$ cat src/rtl/muldiv_pkg.sv
// Shared constants, op encodings and FSM state type for the RV32M multiply/divide unit.
package muldiv_pkg;

  localparam int XLEN  = 32;
  localparam int CNT_W = 5;

  localparam logic [2:0] F3_MUL    = 3'b000;
  localparam logic [2:0] F3_MULH   = 3'b001;
  localparam logic [2:0] F3_MULHSU = 3'b010;
  localparam logic [2:0] F3_MULHU  = 3'b011;
  localparam logic [2:0] F3_DIV    = 3'b100;
  localparam logic [2:0] F3_DIVU   = 3'b101;
  localparam logic [2:0] F3_REM    = 3'b110;
  localparam logic [2:0] F3_REMU   = 3'b111;

  typedef enum logic [1:0] {
    ST_IDLE = 2'd0,
    ST_CALC = 2'd1,
    ST_FIN  = 2'd2
  } state_e;

  function automatic logic [XLEN-1:0] neg_if(input logic neg, input logic [XLEN-1:0] v);
    if (neg) begin
      return ~v + 32'd1;
    end else begin
      return v;
    end
  endfunction

  function automatic logic [2*XLEN-1:0] neg_if64(input logic neg, input logic [2*XLEN-1:0] v);
    if (neg) begin
      return ~v + 64'd1;
    end else begin
      return v;
    end
  endfunction

endpackage

$ cat src/rtl/muldiv_unit.sv
// Iterative RV32M multiply/divide unit: 32 one-bit iterations on operand magnitudes,
// followed by one sign-correction cycle. Fixed 33-cycle busy window.
module muldiv_unit
  import muldiv_pkg::*;
(
  input  logic            clk,
  input  logic            rst,
  input  logic            start,
  input  logic [2:0]      funct3,
  input  logic [XLEN-1:0] src_a,
  input  logic [XLEN-1:0] src_b,
  output logic            busy,
  output logic            done,
  output logic [XLEN-1:0] result
);

  state_e            state_r, state_s;
  logic [CNT_W-1:0]  cnt_r;
  logic [2:0]        op_r;
  logic              neg_a_r, neg_b_r;
  logic [XLEN-1:0]   a_raw_r, a_mag_r, b_mag_r, quo_r, rem_r, result_r;
  logic [2*XLEN-1:0] prod_r;
  logic              busy_r, done_r, busy_s, done_s;

  logic              a_signed_s, b_signed_s, last_s, div_ok_s;
  logic [XLEN-1:0]   a_mag_s, b_mag_s, quo_fix_s, rem_fix_s, result_s;
  logic [XLEN:0]     mul_sum_s, div_shift_s;
  logic [2*XLEN-1:0] prod_fix_s;
  logic              b_zero_s, ovf_s;

  // Operand signedness and magnitudes for the request on the inputs.
  always_comb begin
    a_signed_s = 1'b0;
    b_signed_s = 1'b0;
    case (funct3)
      F3_MULH, F3_DIV, F3_REM: begin
        a_signed_s = 1'b1;
        b_signed_s = 1'b1;
      end
      F3_MULHSU: a_signed_s = 1'b1;
      default: begin
        a_signed_s = 1'b0;
        b_signed_s = 1'b0;
      end
    endcase
    a_mag_s = neg_if(a_signed_s & src_a[XLEN-1], src_a);
    b_mag_s = neg_if(b_signed_s & src_b[XLEN-1], src_b);
  end

  // One shift-add step and one restoring-division step per CALC cycle.
  always_comb begin
    mul_sum_s   = {1'b0, prod_r[2*XLEN-1:XLEN]} + (prod_r[0] ? {1'b0, a_mag_r} : {(XLEN+1){1'b0}});
    div_shift_s = {rem_r, quo_r[XLEN-1]};
    div_ok_s    = (div_shift_s >= {1'b0, b_mag_r});
    last_s      = (cnt_r == {CNT_W{1'b1}});
  end

  // State register.
  always_ff @(posedge clk or posedge rst) begin
    if (rst) begin
      state_r <= ST_IDLE;
    end else begin
      state_r <= state_s;
    end
  end

  // Next-state logic.
  always_comb begin
    state_s = state_r;
    case (state_r)
      ST_IDLE: if (start) state_s = ST_CALC; else state_s = ST_IDLE;
      ST_CALC: if (last_s) state_s = ST_FIN;  else state_s = ST_CALC;
      ST_FIN:  state_s = ST_IDLE;
      default: state_s = ST_IDLE;
    endcase
  end

  // Output decode, registered below so busy/done come straight from flops.
  always_comb begin
    busy_s = (state_s != ST_IDLE);
    done_s = (state_r == ST_FIN);
  end

  // Sign correction and special-case selection in FIN.
  always_comb begin
    prod_fix_s = neg_if64(neg_a_r ^ neg_b_r, prod_r);
    quo_fix_s  = neg_if(neg_a_r ^ neg_b_r, quo_r);
    rem_fix_s  = neg_if(neg_a_r, rem_r);
    b_zero_s   = (b_mag_r == 32'h0000_0000);
    ovf_s      = (a_raw_r == 32'h8000_0000) && neg_b_r && (b_mag_r == 32'h0000_0001);
    result_s   = result_r;
    case (op_r)
      F3_MUL:                       result_s = prod_fix_s[XLEN-1:0];
      F3_MULH, F3_MULHSU, F3_MULHU: result_s = prod_fix_s[2*XLEN-1:XLEN];
      F3_DIV: begin
        if (b_zero_s)   result_s = 32'hFFFF_FFFF;
        else if (ovf_s) result_s = 32'h8000_0000;
        else            result_s = quo_fix_s;
      end
      F3_DIVU: if (b_zero_s) result_s = 32'hFFFF_FFFF; else result_s = quo_r;
      F3_REM: begin
        if (b_zero_s)   result_s = a_raw_r;
        else if (ovf_s) result_s = 32'h0000_0000;
        else            result_s = rem_fix_s;
      end
      F3_REMU: if (b_zero_s) result_s = a_raw_r; else result_s = rem_r;
      default: result_s = result_r;
    endcase
  end

  // Datapath registers: latch on accept, iterate in CALC, write result in FIN.
  always_ff @(posedge clk or posedge rst) begin
    if (rst) begin
      cnt_r    <= 5'd0;
      op_r     <= 3'b000;
      neg_a_r  <= 1'b0;
      neg_b_r  <= 1'b0;
      a_raw_r  <= 32'h0;
      a_mag_r  <= 32'h0;
      b_mag_r  <= 32'h0;
      quo_r    <= 32'h0;
      rem_r    <= 32'h0;
      prod_r   <= 64'h0;
      result_r <= 32'h0;
      busy_r   <= 1'b0;
      done_r   <= 1'b0;
    end else begin
      busy_r <= busy_s;
      done_r <= done_s;
      case (state_r)
        ST_IDLE: begin
          if (start) begin
            cnt_r   <= 5'd0;
            op_r    <= funct3;
            neg_a_r <= a_signed_s & src_a[XLEN-1];
            neg_b_r <= b_signed_s & src_b[XLEN-1];
            a_raw_r <= src_a;
            a_mag_r <= a_mag_s;
            b_mag_r <= b_mag_s;
            quo_r   <= a_mag_s;
            rem_r   <= 32'h0;
            prod_r  <= {32'h0, b_mag_s};
          end
        end
        ST_CALC: begin
          cnt_r  <= cnt_r + 5'd1;
          prod_r <= {mul_sum_s, prod_r[XLEN-1:1]};
          quo_r  <= {quo_r[XLEN-2:0], div_ok_s};
          rem_r  <= div_ok_s ? (div_shift_s[XLEN-1:0] - b_mag_r) : div_shift_s[XLEN-1:0];
        end
        ST_FIN:  result_r <= result_s;
        default: result_r <= result_r;
      endcase
    end
  end

  assign busy   = busy_r;
  assign done   = done_r;
  assign result = result_r;

endmodule

$ cat config.mk
export PLATFORM = sky130hd
export DESIGN_NAME = muldiv_unit
export DESIGN_NICKNAME = d
export VERILOG_FILES = /design/src/rtl/muldiv_pkg.sv /design/src/rtl/muldiv_unit.sv
export SDC_FILE = /design/constraint.sdc
export NUM_CORES = 1
export LEC_CHECK = 0
export CELL_PAD_IN_SITES_DETAIL_PLACEMENT = 2
export CELL_PAD_IN_SITES_GLOBAL_PLACEMENT = 2
export CORE_MARGIN = 1
export CORE_UTILIZATION = 34
export CTS_CLUSTER_DIAMETER = 80
export DETAILED_ROUTE_END_ITERATION = 8
export MAX_ROUTING_LAYER = met4
export PLACE_DENSITY_LB_ADDON = 0.1
export SYNTH_ARGS = -nofsm -noshare
export SYNTH_HDL_FRONTEND = slang
export SYNTH_SLANG_ARGS = --single-unit
$ cat constraint.sdc
create_clock -name clk -period 8.2 [get_ports clk]
set_input_delay 0.82 -clock clk [delete_from_list [all_inputs] [get_ports clk]]
set_output_delay 0.82 -clock clk [all_outputs]
set_load 0.01 [all_outputs]
After elaboration in Yosys (flattened, before gate mapping)

Cells that the tools add are included.

Bits of input ports: 70
Register bits after elaboration: 270

Mux-type cells: 27
Equality and inequality tests: 17
Bitwise gates (word level): 8
Order comparisons: 1
$add $sub $neg: 8
Reductions and logical operators: 12

Operator list:

| operator                                             | count |
|---|---|
| 2-to-1 mux 32 bit                                    | 14 |
| case mux 32 bit (6 select lines)                     | 1 |
| adder 32 x 1 -> 32 bit, second input constant        | 4 |
| 2-to-1 mux 64 bit                                    | 2 |
| inverter 32 bit                                      | 4 |
| case mux 32 bit (2 select lines)                     | 2 |
| case mux 64 bit (2 select lines)                     | 1 |
| adder 64 x 1 -> 64 bit, second input constant        | 1 |
| inverter 64 bit                                      | 1 |
| adder 32 x 32 -> 33 bit                              | 1 |
| greater-or-equal comparator 33 x 32 -> 1 bit         | 1 |
| equality test 32 x 1 -> 1 bit, second input constant | 1 |
| equality test 32 bit, second input constant          | 1 |
| logical NOT 32 bit                                   | 1 |
| subtractor 32 bit                                    | 1 |
| equality test 3 bit, second input constant           | 6 |
| case mux 5 bit (2 select lines)                      | 1 |
| equality test 3 x 2 -> 1 bit, second input constant  | 3 |
| equality test 3 x 1 -> 1 bit, second input constant  | 2 |
| OR reduction 3 bit                                   | 2 |
| adder 5 x 1 -> 5 bit, second input constant          | 1 |
| equality test 5 bit, second input constant           | 1 |
| 2-to-1 mux 5 bit                                     | 1 |
| case mux 2 bit (2 select lines)                      | 1 |
| 13 further kinds                                     | 19 |

Logic depth before layout (Yosys ltp)

Gate-level depths: netlist of run 1.

Depth after elaboration: 7
Depth in mapped cells: 15
Depth with buffers taken out: 13

Least setup slack after synthesis of run 1

OpenSTA, ideal clock, no wires.

Path type: input to register
From: input src_b[4]
To: register prod_r[25]
Setup time: 126 ps
Buffers on the path: 0
Path slack: 4655 ps
Stages on the path: 8
Data arrival time: 3419 ps
Path through: or4_1 -> or4b_2 -> nor4_1 -> nand2_1 -> o41ai_1 -> xor2_1 -> nor2_1 -> a221o_1

Longest elaborated chain between the ends: 5

Ends and longest elaborated chain:

| item                             | line               | RTL |
|---|---|---|
| start: declaration               | muldiv_unit.sv:11  | `input logic [XLEN-1:0] src_b,` |
| inverter 32 bit                  | muldiv_pkg.sv:24   | `return ~v + 32'd1;` |
| adder 32 x 1 -> 32 bit           | muldiv_pkg.sv:24   |  |
| 2-to-1 mux 32 bit                | muldiv_pkg.sv:23   | `if (neg) begin` |
| 2-to-1 mux 64 bit                | muldiv_unit.sv:132 | `if (start) begin` |
| case mux 64 bit (2 select lines) | muldiv_unit.sv:130 | `case (state_r)` |
| end signal: assignment           | muldiv_unit.sv:142 | `prod_r <= {32'h0, b_mag_s};` |
| end signal: assignment           | muldiv_unit.sv:147 | `prod_r <= {mul_sum_s, prod_r[XLEN-1:1]};` |
| end: declaration                 | muldiv_unit.sv:22  | `logic [2*XLEN-1:0] prod_r;` |

Every way passes these cells. The select of a mux whose other input is x is not followed.
A chain may end at the register's enable or synchronous reset.

Worst setup path after layout of run 1

From: register prod_r[0]
To: register prod_r[61]

Longest elaborated chain between the ends: 3

Ends and longest elaborated chain:

| item                             | line               | RTL |
|---|---|---|
| 2-to-1 mux 32 bit                | muldiv_unit.sv:52  | `mul_sum_s = {1'b0, prod_r[2*XLEN-1:XLEN]} + (prod_r[0] ? {1'b0, a_mag_r} : {(XLEN+1){1'b0}});` |
| adder 32 x 32 -> 33 bit          | muldiv_unit.sv:52  |  |
| case mux 64 bit (2 select lines) | muldiv_unit.sv:130 |  |

Every way passes these cells.

==> impl_metrics.csv, run 1 <==
group,metric,value,unit
run_status,status,"finished clean",
timing,holdWs,0.469,ns
placement,port_buffers,103,
worst_setup_path,cp_slowest_stage_delay,0.48,ns
detailed_routing,via_per_inst,6.11,
logic_synthesis,synth.distinct_cells,74,
timing,tns,0,ns
grt,grt.total_usage,32.0,%
logic_synthesis,ys_ff_latch,269,
logic_synthesis,synth.avg_cell_area,8.25,sq um
timing,setup_viol,0,
placement,post-dp-hpwl,67.0,mm
timing,hold_viol_final,0,
worst_setup_path,cp.arrival,4.72,ns
logic_synthesis,synth.area.mux_share,0.372,%
clock_tree,post-cts-setup-buffer-count,0,
timing,period_minus_slack,4.27,ns
layout,syn_to_final_growth,15.4,%
timing,fmax,234,MHz
clock_tree,clock_latency,0.56,ns
clock_tree,clk_pin_slew,0.06,ns
clock_tree,hold_buffers,0,
floorplanning,core_area,55400,sq um
floorplanning,dieArea,57400,sq um
clock_tree,cts-root-buf,"clkbuf_16",
worst_setup_path,startpoint_type,"register",
logic_synthesis,synth-simple-area-share,18.6,%
power_and_ir_drop,power_density,488,nW/um^2
worst_setup_path,required,8.65,ns
worst_setup_path,slowest_stage,"a21oi_1",
clock_tree,clock-sinks,269,
worst_setup_path,r2r_cells,14,
power_and_ir_drop,power.leakage,9.34,nW
logic_synthesis,synth_edf_count,0,
floorplanning,io_pins,104,
grt,grt_pass1_vias,19800,
timing,rsz0062_at_grt,"false",
grt,grt_antenna_before_repair,5,
clock_tree,cts_tree,"built",
worst_setup_path,crit_chain,"buf_4 -> and2_1 -> ha_1 -> inv_1 -> fa_1 -> nand2b_1 -> a211oi_1 -> o21ai_0 -> a21oi_1 -> a41oi_1 -> nor2_1 -> a311oi_1 -> xnor2_1 -> a22o_1",
placement,place_ws,3.64,ns
logic_synthesis,ys.flop_type,"dfrtp_1",
timing,post-route-period-util,52.1,%
floorplanning,rows,86,
detailed_routing,wirelength,88.6,mm
floorplanning,dieHeight,240,um
timing,finalClockSkew,0.0208,ns
power_and_ir_drop,vdd_drop_max,204,uV
layout,layout-drive-gt1-share,4.88,%
detailed_routing,num_vias,19100,
floorplanning,start_util,34.6,%
worst_hold_path,worstHoldPathCells,1,
worst_setup_path,critPathKind,"reg -> reg",
floorplanning,die_x,240,um
clock_tree,post_cts_resized,0,
clock_tree,h-tree-depth,2,
worst_setup_path,path_max_fanout,33,
logic_synthesis,synthCells,2325,
worst_setup_path,endpoint_kind,"register",
layout,final_common_cell,"nand2_1",
logic_synthesis,synth_area,19200,sq um
logic_synthesis,async_flop_share,100,%
detailed_routing,drt_iter0_drc,1408,
layout,nets,2497,
logic_synthesis,synthAdderAreaFrac,4.84,%
logic_synthesis,synthXorXnorAreaFrac,9.90,%
grt,grt_max_degree,132,
logic_synthesis,synth_seq_area_share,35.1,%
logic_synthesis,yosys_warnings,0,
logic_synthesis,synth_compound_area_share,27.0,%
clock_tree,clock_path_buffers,3,
timing,worst_slew_pin_slew,1.15,ns
timing,maxSlewViolCount,0,
detailed_routing,dr.pass1.iters,5,
detailed_routing,wl_per_cell,28.3,um
detailed_routing,postRouteAntennaNets,0,
worst_hold_path,hold_class,"reg -> reg",
clock_tree,cts_buffers,37,
grt,overflow,0,
logic_synthesis,synth_top_family_by_area,"compound AO/OA/AOI/OAI gates",
timing,fin_ws,3.93,ns
logic_synthesis,syn_nets,2468,
layout,final_cell_mix,"nand2_1, dfrtp_1, nor2_1",
job,cap_violations,0,
timing,relSlewSlack,23.3,%
grt,grt_pass1_wl,133,mm
placement,gp_congestion,0.974,
detailed_routing,drc,0,
-- per-stage QoR --
| step | power [W] | util [%] | instance area, sq um | std cells |
|---|---|---|---|---|
| floorplan | 0.00674 | - | 19200 | 2325 |
| global placement | 0.00876 | 37.8 | 20900 | 3063 |
| detailed placement | 0.00901 | 37.8 | 20900 | 3063 |
| CTS | 0.0108 | 39.9 | 22100 | 3126 |
| global route | 0.0115 | 40.0 | 22100 | 3128 |
| finish | 0.0108 | 40.0 | 22100 | 3129 |
-- final timing paths --
path	startpoint	to	slack, ns
max in group asynchronous	rst	a_mag_r[5]	5.70
min reg2reg	a_mag_r[11]	a_mag_r[11]	0.47
max	prod_r[0]	prod_r[61]	3.93
min in group asynchronous	rst	prod_r[58]	0.95
max reg2reg	prod_r[0]	prod_r[61]	3.93
min	a_mag_r[11]	a_mag_r[11]	0.47
-- synthesized netlist by cell type (6+ instances only) --
library cell  instances  area share [%]
o211ai_1             11            0.43
buf_1                 8            0.16
o21ai_0             191             5.0
or2_2                 6            0.20
nor2_1              209             4.1
or4_1                21            0.82
or3_1                19            0.62
inv_1                72             1.4
a32oi_1               7            0.32
xor2_1              115             5.2
nand3_1              31            0.81
ha_1                 71             4.6
xnor2_1             102             4.7
a21oi_1             181             4.7
o21a_1               12            0.47
clkbuf_1            127             2.5
o21bai_1             12            0.47
a211o_1               6            0.27
nand2b_1             14            0.46
a221oi_1             20            0.91
nor2b_1              11            0.36
nand2_1             274             5.4
a21o_1               92             3.6
a211oi_1             18            0.70
nand4_1              17            0.55
and3_1               14            0.46
dfrtp_1             269              35
and2_1               44             1.4
o31ai_1              36             1.4
mux2i_1               6            0.31
a31oi_1              22            0.72
nor4_1               36             1.2
a22oi_1              20            0.78
o41ai_1              13            0.59
a22o_1               12            0.55
a221o_1              57             3.0
nor3_1               50             1.3
o22ai_1              29            0.95
-- flip-flops by register name, summed over array words and instances, names as in the netlist, 5 cells and up --
signal and cells:
a_raw_r 32, rem_r 32, result 32, prod_r 64, cnt_r 5, a_mag_r 31
quo_r 32, b_mag_r 32
-- power by group --
part           internal, W  total, W  switching, W
logic              0.00234   0.00600       0.00366
clock network      0.00102   0.00167      0.000654
registers          0.00194   0.00314       0.00119
total              0.00530    0.0108       0.00551
-- cell type report --
cell class	count	area [sq um]
Fill cell	6160	33300
Sequential cell	269	6730
Clock buffer	52	1050
Antenna cell	3	7.51
Timing Repair Buffer	129	1250
Clock inverter	11	163
Inverter	73	278
Tap cell	748	936
Multi-Input combinational cell	1844	11700
-- kinds of logic (layout without fill, tap and decap cells) --
logic type | after synthesis | count (layout)
compound gates | 781 | 781
simple gates | 766 | 766
flops | 269 | 269
xor+xnor | 217 | 217
buf+inv | 212 | 265
fa+ha+maj | 73 | 73
mux | 7 | 7
other cells | 0 | 3
-- metal layers --
metal,wire [um],up-vias,GRT usage [%]
met5,0,-,-
met4,2010,0,7.42
met1,42300,10000,44.6
met3,5120,117,5.91
li1,-,8498,-
met2,39100,507,47.9
-- worst max-delay path: cells and delay by family, from the launching register on --
family	cells	cell delay (ns)
flip-flops	1	0.40
AND/OR/NAND/NOR	3	0.80
buffers and inverters	2	0.45
AO/OA/AOI/OAI	6	1.75
adder cells (fa/ha/maj)	2	0.58
XOR/XNOR	1	0.17
(Power assumes the default switching activity.)
==> run 2, diff against run 1 <==
==> constraint.sdc (replaced) <==
create_clock -name clk -period 3.85 [get_ports clk]
set_input_delay 0.385 -clock clk [delete_from_list [all_inputs] [get_ports clk]]
set_output_delay 0.385 -clock clk [all_outputs]
set_load 0.01 [all_outputs]
==> run 2 against run 1 <==
  * First-iteration DRC count rose by 8.9%
  * Worst hold slack got worse by 0.21 ns
  * Critical path type unchanged
  * Clock power rose by 130%
  * Wire length rose by 3.9%
  * Sequential cell count did not move
  * Non-clock buffer count rose by 84
  * Die area did not move
==> impl_metrics.csv, run 2 (synthesized netlist as in run 1, its figures left out) <==
group,metric,value,unit
run_status,status,"finished clean",
worst_setup_path,endpoint_kind,"register",
worst_setup_path,cp.arrival,4.08,ns
layout,final_common_cell,"nand2_1",
layout,fillerInstances,6184,
power_and_ir_drop,vdd_drop_max,379,uV
timing,maxSlewViolCount,0,
layout,fin_util,41.6,%
clock_tree,hold_buffers,0,
detailed_routing,drc,0,
timing,fmax,273,MHz
worst_setup_path,required,4.27,ns
timing,worst_slew_pin_slew,0.929,ns
layout,syn_to_final_growth,20.1,%
floorplanning,core_area,55400,sq um
placement,port_buffers,103,
clock_tree,cts_tree,"built",
timing,fin_ws,0.183,ns
detailed_routing,route.met2.wl,41.7,mm
detailed_routing,routed.top_layer,"met4",
floorplanning,dieArea,57400,sq um
layout,largest_register,"prod_r",
detailed_routing,wl_per_cell,28.6,um
clock_tree,h-tree-depth,2,
grt,grt_antenna_before_repair,6,
placement,place_ws,0.137,ns
detailed_routing,wl_met3,4.91,mm
worst_setup_path,path_max_fanout,7,
layout,multi_input_area,11700,sq um
job,cap_violations,0,
placement,post-dp-hpwl,71.4,mm
floorplanning,start_util,34.6,%
power_and_ir_drop,power.leakage,9.87,nW
timing,relSlewSlack,37.9,%
clock_tree,post_cts_resized,0,
grt,grt_pass1_vias,20200,
floorplanning,dieHeight,240,um
detailed_routing,dr.pass1.iters,5,
power_and_ir_drop,power_density,1050,nW/um^2
clock_tree,clock_latency,0.57,ns
grt,overflow,0,
worst_setup_path,critPathKind,"reg -> reg",
detailed_routing,postRouteAntennaNets,0,
timing,post-route-period-util,95.2,%
timing,hold_viol_final,0,
clock_tree,cts-root-buf,"clkbuf_16",
timing,tns,0,ns
worst_setup_path,critPathLaunch,"prod_r[7]",
floorplanning,rows,86,
detailed_routing,wirelength,92.1,mm
clock_tree,clk_pin_slew,0.06,ns
worst_hold_path,hold_class,"in -> async",
timing,setup_viol,0,
placement,gp_congestion,0.978,
detailed_routing,via_per_inst,6.06,
clock_tree,clock-sinks,269,
timing,finalClockSkew,0.0223,ns
detailed_routing,wl_met1,43.8,mm
grt,grt_pass1_wl,137,mm
layout,final-seq-area,6730,sq um
clock_tree,post-cts-setup-buffer-count,0,
timing,rsz0062_at_grt,"false",
layout,final_cell_mix,"nand2_1, dfrtp_1, nor2_1",
layout,largest_register_ffs,64,
worst_setup_path,startpoint_type,"register",
timing,period_minus_slack,3.67,ns
grt,grt.total_usage,33.2,%
worst_setup_path,worstReg2RegStart,"prod_r[7]",
detailed_routing,num_vias,19500,
floorplanning,die_x,240,um
clock_tree,clock_path_buffers,3,
floorplanning,io_pins,104,
layout,nets,2582,
detailed_routing,drt_iter0_drc,1533,
layout,layout-drive-gt1-share,8.47,%
clock_tree,cts_buffers,38,
grt,grt_max_degree,85,
## run 2: worst max-delay path, cell delays in order (launching register included)
cell and delay, ns:
dfrtp_1 0.45, or4_1 0.67, or4_4 0.52, or3_1 0.41
nor2_1 0.15, buf_4 0.16, nand2_1 0.12, o21ai_0 0.23
xnor2_1 0.09, a221oi_1 0.54, nor2_1 0.15
## run 2: power by group
part / internal (W) / switching [W] / total [W]
Clock: 0.00245 / 0.00147 / 0.00392
Combinational: 0.00550 / 0.00851 / 0.0140
Sequential: 0.00414 / 0.00220 / 0.00634
## run 2: final timing paths
check,endpoint,slack [ns],cells after the start
setup / recovery,result[18],0.18,10
hold / removal,prod_r[53],0.26,2
setup reg to reg,result[18],0.18,10
hold reg to reg,a_mag_r[8],0.47,1
max in group asynchronous,result[25],2.70,3
min in group clk,op_r[2],0.42,3
## run 2: through the flow
step / power, W / instance area [sq um] / hold WS, ns / cells
finish: 0.0243 / 23000 / 0.263 / 3219
global route: 0.0257 / 23000 / 0.296 / 3218
CTS: 0.0242 / 23000 / 0.257 / 3216
detailed placement: 0.0200 / 21700 / 0.462 / 3147
global placement: 0.0195 / 21700 / 0.454 / 3147
floorplan: 0.0143 / 19200 / 0.438 / 2325
## run 2: area by class of cell
class / instances / share of cell area [%]
Antenna cell: 3 / 0.0326
Clock inverter: 18 / 1.30
Inverter: 73 / 1.21
Clock buffer: 51 / 4.69
Sequential cell: 269 / 29.2
Multi-Input combinational cell: 1844 / 50.9
Tap cell: 748 / 4.06
Timing Repair Buffer: 213 / 8.60
## run 2: per-layer routing
metal	global-route usage [%]	vias up
li1	-	8665
met1	46.7	10200
met2	50.8	542
met3	4.45	91
met4	6.51	0
met5	-	-
